[config.mk]
export PLATFORM = sky130hd
export DESIGN_NAME = rv32_muldiv_ctrl
export DESIGN_NICKNAME = d
export VERILOG_FILES = /design/src/rtl/rv32_types.sv /design/src/rtl/rv32_muldiv_core.sv /design/src/rtl/rv32_muldiv_ctrl.sv
export SDC_FILE = /design/constraint.sdc
export NUM_CORES = 1
export LEC_CHECK = 0
export ABC_AREA = 1
export BUFFER_PORTS_ARGS = -buffer_cell sky130_fd_sc_hd__buf_4
export CAP_MARGIN = 25
export CELL_PAD_IN_SITES_DETAIL_PLACEMENT = 1
export CELL_PAD_IN_SITES_GLOBAL_PLACEMENT = 1
export CORE_AREA = 4 4 207 209
export DETAILED_ROUTE_END_ITERATION = 12
export DIE_AREA = 0 0 211 213
export PLACE_DENSITY = 0.81
export SYNTH_ARGS = -nofsm -noshare
export SYNTH_HDL_FRONTEND = slang
export SYNTH_HIERARCHICAL = 1
export SYNTH_SLANG_ARGS = --single-unit
[constraint.sdc]
create_clock -name clk -period 4.5 [get_ports clk]
set_input_delay 0.225 -clock clk [delete_from_list [all_inputs] [get_ports clk]]
set_output_delay 0.225 -clock clk [all_outputs]
set_load 0.02 [all_outputs]
[src/rtl/rv32_types.sv]
// rv32_types: shared op/state encodings and constants for the M-extension unit.
package rv32_types;

    typedef enum logic [2:0] {
        MUL    = 3'b000,
        MULH   = 3'b001,
        MULHSU = 3'b010,
        MULHU  = 3'b011,
        DIV    = 3'b100,
        DIVU   = 3'b101,
        REM    = 3'b110,
        REMU   = 3'b111
    } muldiv_op_t;

    typedef enum logic [1:0] {
        IDLE = 2'd0,
        CALC = 2'd1,
        DONE = 2'd2
    } muldiv_state_t;

    localparam logic [31:0] DIV_BY_ZERO_Q = 32'hFFFF_FFFF;

endpackage

[src/rtl/rv32_muldiv_core.sv]
// rv32_muldiv_core: hi/lo/divisor registers and one shift-add (multiply) or restoring-subtract (divide) step per cycle.
module rv32_muldiv_core #(
    parameter int XLEN = 32
) (
    input  logic            clk,
    input  logic            rst,
    input  logic            load,
    input  logic            step,
    input  logic            is_div,
    input  logic [XLEN-1:0] a,
    input  logic [XLEN-1:0] b,
    output logic [XLEN-1:0] hi_nxt,
    output logic [XLEN-1:0] lo_nxt
);

    logic [XLEN-1:0] hi_q, hi_d, lo_q, lo_d, b_q, b_d;
    logic [XLEN:0]   sum, sh;
    logic            ge;

    // One iteration: multiply adds b into hi when lo[0] is set then shifts right;
    // divide shifts the remainder left and keeps the subtraction when it fits.
    always_comb begin
        sum    = {1'b0, hi_q} + (lo_q[0] ? {1'b0, b_q} : '0);
        sh     = {hi_q, lo_q[XLEN-1]};
        ge     = sh >= {1'b0, b_q};
        hi_nxt = is_div ? (ge ? sh[XLEN-1:0] - b_q : sh[XLEN-1:0]) : sum[XLEN:1];
        lo_nxt = is_div ? {lo_q[XLEN-2:0], ge} : {sum[0], lo_q[XLEN-1:1]};
        hi_d   = load ? '0 : step ? hi_nxt : hi_q;
        lo_d   = load ? a : step ? lo_nxt : lo_q;
        b_d    = load ? b : b_q;
    end

    // Accumulator / remainder state.
    always_ff @(posedge clk or posedge rst) begin
        if (rst) begin
            hi_q <= '0;
            lo_q <= '0;
            b_q  <= '0;
        end else begin
            hi_q <= hi_d;
            lo_q <= lo_d;
            b_q  <= b_d;
        end
    end

endmodule

[src/rtl/rv32_muldiv_ctrl.sv]
// rv32_muldiv_ctrl: M-extension sequencer (handshake, special cases, sign fix-up); RV32_FAST_MUL_EN selects a single-cycle multiplier.
import rv32_types::*;

module rv32_muldiv_ctrl #(
    parameter int XLEN  = 32,
    parameter int CNT_W = 5
) (
    input  logic            clk,
    input  logic            rst,
    input  logic            req_valid,
    output logic            req_ready,
    input  logic [2:0]      req_op,
    input  logic [XLEN-1:0] req_rs1,
    input  logic [XLEN-1:0] req_rs2,
    input  logic            flush,
    output logic            resp_valid,
    input  logic            resp_ready,
    output logic [XLEN-1:0] resp_data,
    output logic            busy
);

    muldiv_state_t     state_q, state_d;
    muldiv_op_t        op_in, op_q, op_d;
    logic [CNT_W-1:0]  cnt_q, cnt_d;
    logic              neg_q, neg_d;
    logic [XLEN-1:0]   data_q, data_d;
    logic              req_ready_q, req_ready_d;
    logic              resp_valid_q, resp_valid_d;
    logic              busy_q, busy_d;

    logic              a_sgn, b_sgn, a_neg, b_neg, neg_in;
    logic              div_zero, ovf, fast, accept;
    logic [XLEN-1:0]   a_mag, b_mag, fast_data, hi_nxt, lo_nxt, fin;
    logic [2*XLEN-1:0] v, f;

    assign op_in  = muldiv_op_t'(req_op);
    assign accept = (state_q == IDLE) && req_valid && !flush;

`ifdef RV32_FAST_MUL_EN
    logic signed [2*XLEN+1:0] fm_p;
    logic [XLEN-1:0]          fm_data;

    // Single-cycle 33x33 signed product; the extra top bit carries each operand's signedness.
    always_comb begin
        fm_p    = $signed({a_sgn & req_rs1[XLEN-1], req_rs1}) * $signed({b_sgn & req_rs2[XLEN-1], req_rs2});
        fm_data = (op_in == MUL) ? fm_p[XLEN-1:0] : fm_p[2*XLEN-1:XLEN];
    end
`endif

    // Operand conditioning and the cases that skip iteration.
    always_comb begin
        a_sgn     = (op_in != MULHU) && (op_in != DIVU) && (op_in != REMU);
        b_sgn     = a_sgn && (op_in != MULHSU);
        a_neg     = a_sgn && req_rs1[XLEN-1];
        b_neg     = b_sgn && req_rs2[XLEN-1];
        a_mag     = a_neg ? -req_rs1 : req_rs1;
        b_mag     = b_neg ? -req_rs2 : req_rs2;
        neg_in    = (op_in == REM) ? a_neg : a_neg ^ b_neg;
        div_zero  = op_in[2] && (req_rs2 == '0);
        ovf       = ((op_in == DIV) || (op_in == REM)) && (req_rs1 == {1'b1, {(XLEN-1){1'b0}}}) && (req_rs2 == '1);
        fast_data = div_zero ? (op_in[1] ? req_rs1 : DIV_BY_ZERO_Q) : (op_in[1] ? '0 : {1'b1, {(XLEN-1){1'b0}}});
`ifdef RV32_FAST_MUL_EN
        fast      = div_zero || ovf || !op_in[2];
        fast_data = op_in[2] ? fast_data : fm_data;
`else
        fast      = div_zero || ovf;
`endif
    end

    // Final sign fix-up on the last step's output: negate the 64-bit product or the quotient/remainder.
    always_comb begin
        v   = op_q[2] ? {{XLEN{1'b0}}, op_q[1] ? hi_nxt : lo_nxt} : {hi_nxt, lo_nxt};
        f   = neg_q ? -v : v;
        fin = (op_q[2] || (op_q == MUL)) ? f[XLEN-1:0] : f[2*XLEN-1:XLEN];
    end

    // Next-state logic; flush overrides every transition and drops any request in the same cycle.
    always_comb begin
        state_d = state_q;
        op_d    = op_q;
        cnt_d   = cnt_q;
        neg_d   = neg_q;
        data_d  = data_q;
        if (flush) begin
            state_d = IDLE;
        end else begin
            case (state_q)
                IDLE: if (req_valid) begin
                    op_d    = op_in;
                    neg_d   = neg_in;
                    state_d = fast ? DONE : CALC;
                    cnt_d   = fast ? cnt_q : CNT_W'(XLEN - 1);
                    data_d  = fast ? fast_data : data_q;
                end
                CALC: begin
                    cnt_d   = cnt_q - 1'b1;
                    state_d = (cnt_q == '0) ? DONE : CALC;
                    data_d  = (cnt_q == '0) ? fin : data_q;
                end
                DONE:    state_d = resp_ready ? IDLE : DONE;
                default: state_d = IDLE;
            endcase
        end
        req_ready_d  = state_d == IDLE;
        resp_valid_d = state_d == DONE;
        busy_d       = state_d != IDLE;
    end

    // FSM state, latched request context and registered outputs.
    always_ff @(posedge clk or posedge rst) begin
        if (rst) begin
            state_q      <= IDLE;
            op_q         <= MUL;
            cnt_q        <= '0;
            neg_q        <= 1'b0;
            data_q       <= '0;
            req_ready_q  <= 1'b1;
            resp_valid_q <= 1'b0;
            busy_q       <= 1'b0;
        end else begin
            state_q      <= state_d;
            op_q         <= op_d;
            cnt_q        <= cnt_d;
            neg_q        <= neg_d;
            data_q       <= data_d;
            req_ready_q  <= req_ready_d;
            resp_valid_q <= resp_valid_d;
            busy_q       <= busy_d;
        end
    end

    assign req_ready  = req_ready_q;
    assign resp_valid = resp_valid_q;
    assign resp_data  = data_q;
    assign busy       = busy_q;

    rv32_muldiv_core #(.XLEN(XLEN)) u_core (
        .clk    (clk),
        .rst    (rst),
        .load   (accept),
        .step   (state_q == CALC),
        .is_div (op_q[2]),
        .a      (a_mag),
        .b      (b_mag),
        .hi_nxt (hi_nxt),
        .lo_nxt (lo_nxt)
    );

endmodule
* Word-level counts from Yosys, hierarchy flattened *
Cells that the tools add are included.

cells by class
  add/subtract/negate cells = 6
  reductions and logical operators = 25
  order comparisons = 1
  equal/unequal tests = 15
  multiplexer cells = 31
  bitwise operators = 2

operator list
  kind                    count
  $mux W32                18
  $mux W64                2
  $eq A32 B32 Y1 const B  2
  $neg A32 Y32            2
  $neg A64 Y64            1
  $pmux W32 S2            1
  $add A32 B33 Y33        1
  $ge A33 B32 Y1          1
  $logic_not A32 Y1       1
  $sub A32 B32 Y32        1
  $logic_and A1 B1 Y1     10
  $mux W2                 5
  $mux W5                 2
  $pmux W5 S2             1
  $ne A2 B2 Y1 const B    4
  $eq A3 B3 Y1 const B    2
  $ne A3 B2 Y1 const B    2
  $ne A3 B3 Y1 const B    2
  $pmux W2 S3             1
  $reduce_bool A2 Y1      3
  $logic_not A5 Y1        1
  $reduce_and A5 Y1       1
  $sub A5 B1 Y5 const B   1
  $eq A2 B2 Y1 const B    2
  10 further kinds        13

word-level totals
  flip-flop bits (word level) = 142
  input bits = 72
  output and inout bits = 35

* Depth between registers and ports, before layout *
  depth in word-level cells = 10
  mapped depth = 35
  mapped depth without buffers = 33

* Cells and area by module *
The synthesis kept the hierarchy.

by module, submodules not included
  module            cells each  instances  area each (µm²)
  rv32_muldiv_core  1662        1          9795.6
  rv32_muldiv_ctrl  1465        1          7746.2

* Worst setup path before layout *
Ideal clock, no wire load.

  kind = flip-flop to flip-flop
  start point = reg u_core.lo_q[0]
  end point = reg data_q[29], in the netlist resp_data[29]
  stages on the path, launching flop included = 26
  buffers on the path = 2
  arrival time = 3571 ps
  period minus slack after synthesis = 3688 ps
  setup time = 116 ps
  slack = 812 ps
  data required time = 4384 ps
  cell sequence = dfrtp_1 -> clkbuf_1 -> clkbuf_1 -> nand2_1 -> inv_1 -> ha_1 -> fa_1 -> nand2_1 -> nand2_1 -> o21ai_0 -> o21ai_0 -> nand2_1 -> nand2_1 -> xnor2_1 -> nand2_1 -> and2_1 -> o21ai_0 -> nand2_1 -> nor3_1 -> nand2_1 -> o21ai_0 -> nand4_1 -> nand3_1 -> nand2_1 -> nand2_1 -> nand2_1

between the ends
  word-level cells in the longest chain between the ends = 10
  elaborated cells between the ends (all ways) = 11

ends and longest elaborated chain
  what                      RTL line                 RTL
  start: declaration        rv32_muldiv_core.sv:16   logic [XLEN-1:0] hi_q, hi_d, lo_q, lo_d, b_q, b_d;
  start signal: assignment  rv32_muldiv_core.sv:41   lo_q <= lo_d;
  $mux W32 *                rv32_muldiv_core.sv:23   sum = {1'b0, hi_q} + (lo_q[0] ? {1'b0, b_q} : '0);
  $add A32 B33 Y33 *        rv32_muldiv_core.sv:23
  $mux W32 *                rv32_muldiv_core.sv:26   hi_nxt = is_div ? (ge ? sh[XLEN-1:0] - b_q : sh[XLEN-1:0]) : sum[XLEN:1];
  net hi_nxt[13]            rv32_muldiv_ctrl.sv:33   logic [XLEN-1:0] a_mag, b_mag, fast_data, hi_nxt, lo_nxt, fin;
  $mux W32                  rv32_muldiv_ctrl.sv:72   v = op_q[2] ? {{XLEN{1'b0}}, op_q[1] ? hi_nxt : lo_nxt} : {hi_nxt, lo_nxt};
  $mux W64 *                rv32_muldiv_ctrl.sv:72
  $neg A64 Y64 *            rv32_muldiv_ctrl.sv:73   f = neg_q ? -v : v;
  $mux W64 *                rv32_muldiv_ctrl.sv:73
  $mux W32 *                rv32_muldiv_ctrl.sv:74   fin = (op_q[2] || (op_q == MUL)) ? f[XLEN-1:0] : f[2*XLEN-1:XLEN];
  $mux W32 *                rv32_muldiv_ctrl.sv:98   data_d = (cnt_q == '0) ? fin : data_q;
  $pmux W32 S2 *            rv32_muldiv_ctrl.sv:87   case (state_q)
  end signal: assignment    rv32_muldiv_ctrl.sv:125  data_q <= data_d;
  end: declaration          rv32_muldiv_ctrl.sv:26   logic [XLEN-1:0] data_q, data_d;

Mark *: on every way through the listed nets, which the timed path passes. The rest lies on a longest branch. The select of a mux whose other input is x is not followed.
A chain may end at the register's enable or synchronous reset.

* Worst setup path after layout *
  start point = reg u_core.lo_q[0]
  end point = reg data_q[7], in the netlist resp_data[7]

between the ends
  word-level cells in the longest chain between the ends = 10
  elaborated cells between the ends (all ways) = 11

ends and longest elaborated chain
  what              RTL line
  $mux W32          rv32_muldiv_core.sv:23
  $add A32 B33 Y33  rv32_muldiv_core.sv:23
  $mux W32          rv32_muldiv_core.sv:26
  net hi_nxt[16]    rv32_muldiv_ctrl.sv:33
  $mux W32          rv32_muldiv_ctrl.sv:72
  $mux W64          rv32_muldiv_ctrl.sv:72
  $neg A64 Y64      rv32_muldiv_ctrl.sv:73
  $mux W64          rv32_muldiv_ctrl.sv:73
  $mux W32          rv32_muldiv_ctrl.sv:74
  $mux W32          rv32_muldiv_ctrl.sv:98
  $pmux W32 S2      rv32_muldiv_ctrl.sv:87

The timed path passes the listed nets, and every way through them passes these cells. The select of a mux whose other input is x is not followed.

==> out/qor.json <==
{
  "setup_path": {
    "crit_path_end_kind": "register",
    "cp_max_fo": 22,
    "startpoint_class_of_the_critical_path": "register",
    "timing.critical_path.required_ns": 4.91,
    "worst_ep_arrival_time_ns": 4.86,
    "start_to_end_type_of_the_worst_setup_path": "register to register"
  },
  "status": {
    "run_status": "complete, no violations"
  },
  "sta": {
    "layout_worst_path_cycle_share_pct": 98.9,
    "finClkSkew_ns": 0.0192,
    "timing.max_slew.rel_slack_pct": 24.7,
    "worstMarginPinSlew_ns": 1.12,
    "report.final.slew_viol_count": 0,
    "timing.final.setup_violations": 0,
    "final.min_clock_period_ns": 4.45,
    "final_hold_viol_count": 0,
    "fmax_mhz": 225,
    "timing.setup.tns_ns": 0,
    "postLayoutSetupSlackWorst_ns": 0.0494
  },
  "synthesis": {
    "cell_area_synth_um2": 17500,
    "netlist_instances": 3127,
    "synth_top_cells_by_area": "nand2_1 25%, dfrtp_1 20%, inv_1 9.1%, nand3_1 8.3%, nor2_1 6.5%",
    "synth_fp_nets": 3270,
    "share_of_synthesized_registers_carrying_an_async_set_or_reset_pct": 100,
    "number_of_enable_flip_flop_cells_after_synthesis": 0,
    "postSynthAreaPerCell_um2": 5.61,
    "cell_accounting_for_the_most_synthesized_area": "nand2_1",
    "synthesis.yosys.warnings": 6,
    "yosysSeqAreaShare_pct": 20.3,
    "netlist.area_leader.share_pct": 24.6,
    "most_used_dff_post_synth": "dfrtp_1",
    "synth_seq_cells": 142,
    "yosysUniqueCellTypes": 46
  },
  "flow_run": {
    "drv.max_cap_violation_count": 0
  },
  "floorplanning": {
    "initial_core_util_pct": 43.0,
    "fp.dieArea_um2": 44900,
    "die_w_um": 211,
    "coreArea_um2": 40800,
    "rows": 74,
    "die_h_um": 213,
    "top_level_ports": 107
  },
  "final_layout": {
    "finish.instance_area_um2": 21300,
    "final_common_cell": "nand2_1",
    "antennaDiodeCount": 0,
    "post_route_cells_drive_above_1_share_pct": 16.4,
    "layout.nets": 3481,
    "layout.cells.most_common_list": "1119 x nand2_1, 424 x inv_1, 283 x nand3_1",
    "flow.area_growth_from_synthesis_pct": 21.4
  },
  "pwr": {
    "total_leakage_power_uw": 0.0113,
    "power_per_cell_area_nw_per_um2": 728,
    "max-vdd-ir-drop_uv": 300
  },
  "cts": {
    "clock_insertion_delay_worst_skew_ns": 0.47,
    "cts-root-buf": "clkbuf_16",
    "tritoncts_num_sinks": 142,
    "cts_tree": "built",
    "cts_htree_levels": 4,
    "cts-root-to-sink-buffers": 2,
    "clk_pin_slew_worst_paths_ns": 0.07,
    "number_of_buffers_inserted_during_clock_tree_synthesis": 17
  },
  "route": {
    "drc": 0,
    "post_drt_wl_per_cell_um": 23.2,
    "drt_pre_antenna_iters": 6,
    "drt-initial-drc-count": 2437,
    "num_vias": 22674,
    "avgViaCountPerCell": 5.84,
    "drtAntennaViolNets": 0,
    "totalWireLength_um": 89900
  },
  "global_route": {
    "globalRouteOverflowTotal": 0,
    "track_usage_pct": 38.0,
    "grt_pass1_wl_um": 132000,
    "grt_max_degree": 131,
    "antenna_found_initial": 6,
    "first_global_vias": 22159
  },
  "placement": {
    "portBuffers": 106,
    "dp_worst_setup_slack_ns": -0.221,
    "dpl_cell_area_um2": 19900,
    "place_hpwl_um": 71200,
    "gpl.final_weighted_congestion": 1.07
  },
  "hold_path": {
    "hold_path.class": "input pin to register"
  }
}
[metal layers]
layer  global-route usage (%)  share of wire, %  vias to the layer above
li1                         -                 -                    10311
met1                     54.5                43                    11069
met4                     10.8               3.2                        2
met2                     57.6                43                     1102
met3                     8.52                10                      190
met5                        0             0.014                        -
[flip-flops by register name, indices dropped and copies added, names as in the netlist]
register / count
resp_data: 32
resp_valid: 1
state_q: 2
neg_q: 1
op_q: 3
u_core/hi_q: 32
req_ready: 1
u_core/b_q: 32
u_core/lo_q: 32
cnt_q: 5
busy: 1
[cells in the mapped netlist (8+ instances only)]
cell / n
inv_1: 427
nor2_2: 19
nor2_1: 304
o21ai_1: 14
clkbuf_1: 64
xor2_1: 56
nor3_1: 32
and2_1: 19
buf_1: 8
nand3_1: 291
buf_6: 10
o211ai_1: 32
dfrtp_1: 141
xnor2_1: 28
nand2_2: 36
nand3_2: 9
a21oi_1: 75
ha_1: 69
a31oi_1: 12
or2_2: 9
o21ai_0: 171
nand4_1: 53
nand3b_1: 20
buf_2: 14
nor4_1: 15
nand2_1: 1148
[critical path, stage by stage, from the launching register on]
cell	delay (ns)
dfrtp_2	0.44
buf_8	0.21
nand2_1	0.07
inv_1	0.09
ha_2	0.32
a21oi_1	0.22
o21ai_1	0.16
nand2_1	0.10
nand2_1	0.12
nand3b_1	0.27
or2_2	0.31
nand2_1	0.06
nand2_1	0.15
nand3_1	0.16
nand2_2	0.10
nor2_1	0.21
nand2_1	0.18
nor2_1	0.13
nand3_1	0.16
nand2_4	0.14
nand2_2	0.12
nand2_1	0.08
nand2_1	0.09
o21ai_4	0.24
buf_4	0.15
nand2_1	0.05
nand2_1	0.06
[per-stage QoR]
stage | instances | hold slack [ns] | power [uW] | util [%]
5_1_grt | 3883 | 0.0551 | 16400 | 52.2
3_3_place_gp | 3830 | 0.391 | 12400 | 48.5
6_report | 3883 | 0.0498 | 15500 | 52.2
3_5_place_dp | 3832 | 0.245 | 12700 | 48.7
2_1_floorplan | 3127 | 0.358 | 8250 | -
4_1_cts | 3866 | 0.0329 | 14300 | 50.2
[report_power, final]
group / switching (uW) / internal, uW
Sequential: 382 / 1670
Combinational: 7910 / 4090
Clock: 702 / 741
Total: 9000 / 6500
[cells by family (layout without fill, tap and decap cells)]
| logic type | Yosys count | after routing | share of synthesized area [%] |
|---|---|---|---|
| buffers and inverters | 536 | 759 | 12.2 |
| XOR/XNOR | 84 | 84 | 4.19 |
| multiplexers | 1 | 1 | 0.0642 |
| AND/OR/NAND/NOR | 1966 | 1967 | 47.7 |
| AO/OA/AOI/OAI | 327 | 327 | 10.4 |
| adder cells (fa/ha/maj) | 71 | 71 | 5.15 |
| flip-flops | 142 | 142 | 20.3 |
[final timing paths]
| path | start | endpoint | slack [ns] | cells past startpoint |
|---|---|---|---|---|
| setup / recovery | u_core/lo_q[0] | resp_data[7] | 0.05 | 26 |
| hold reg to reg | resp_data[19] | resp_data[19] | 0.49 | 2 |
| min in group asynchronous | rst | cnt_q[1] | 0.32 | 3 |
| setup reg to reg | u_core/lo_q[0] | resp_data[7] | 0.05 | 26 |
| max in group asynchronous | rst | u_core/hi_q[18] | 2.79 | 4 |
| hold / removal | req_op[1] | op_q[1] | 0.05 | 3 |
[final cells by class]
| cell class | instances | area (um^2) |
|---|---|---|
| Fill cell | 5773 | 19500 |
| Multi-Input combinational cell | 2450 | 12600 |
| Sequential cell | 142 | 3560 |
| Timing Repair Buffer | 291 | 2300 |
| Inverter | 436 | 1640 |
| Tap cell | 532 | 666 |
| Clock buffer | 18 | 439 |
| Clock inverter | 14 | 126 |
[what timing repair did]
action | CTS | global route
buffers inserted | 1 | 16
endpoints found under the hold margin | 63 | 0
setup endpoints to repair | 18 | 32
gates cloned | 0 | 1
pin swaps | 1 | 11
resized for setup | 13 | 152
hold buffers | 1 | 0
Note: power is estimated with default switching activity, not from simulation.
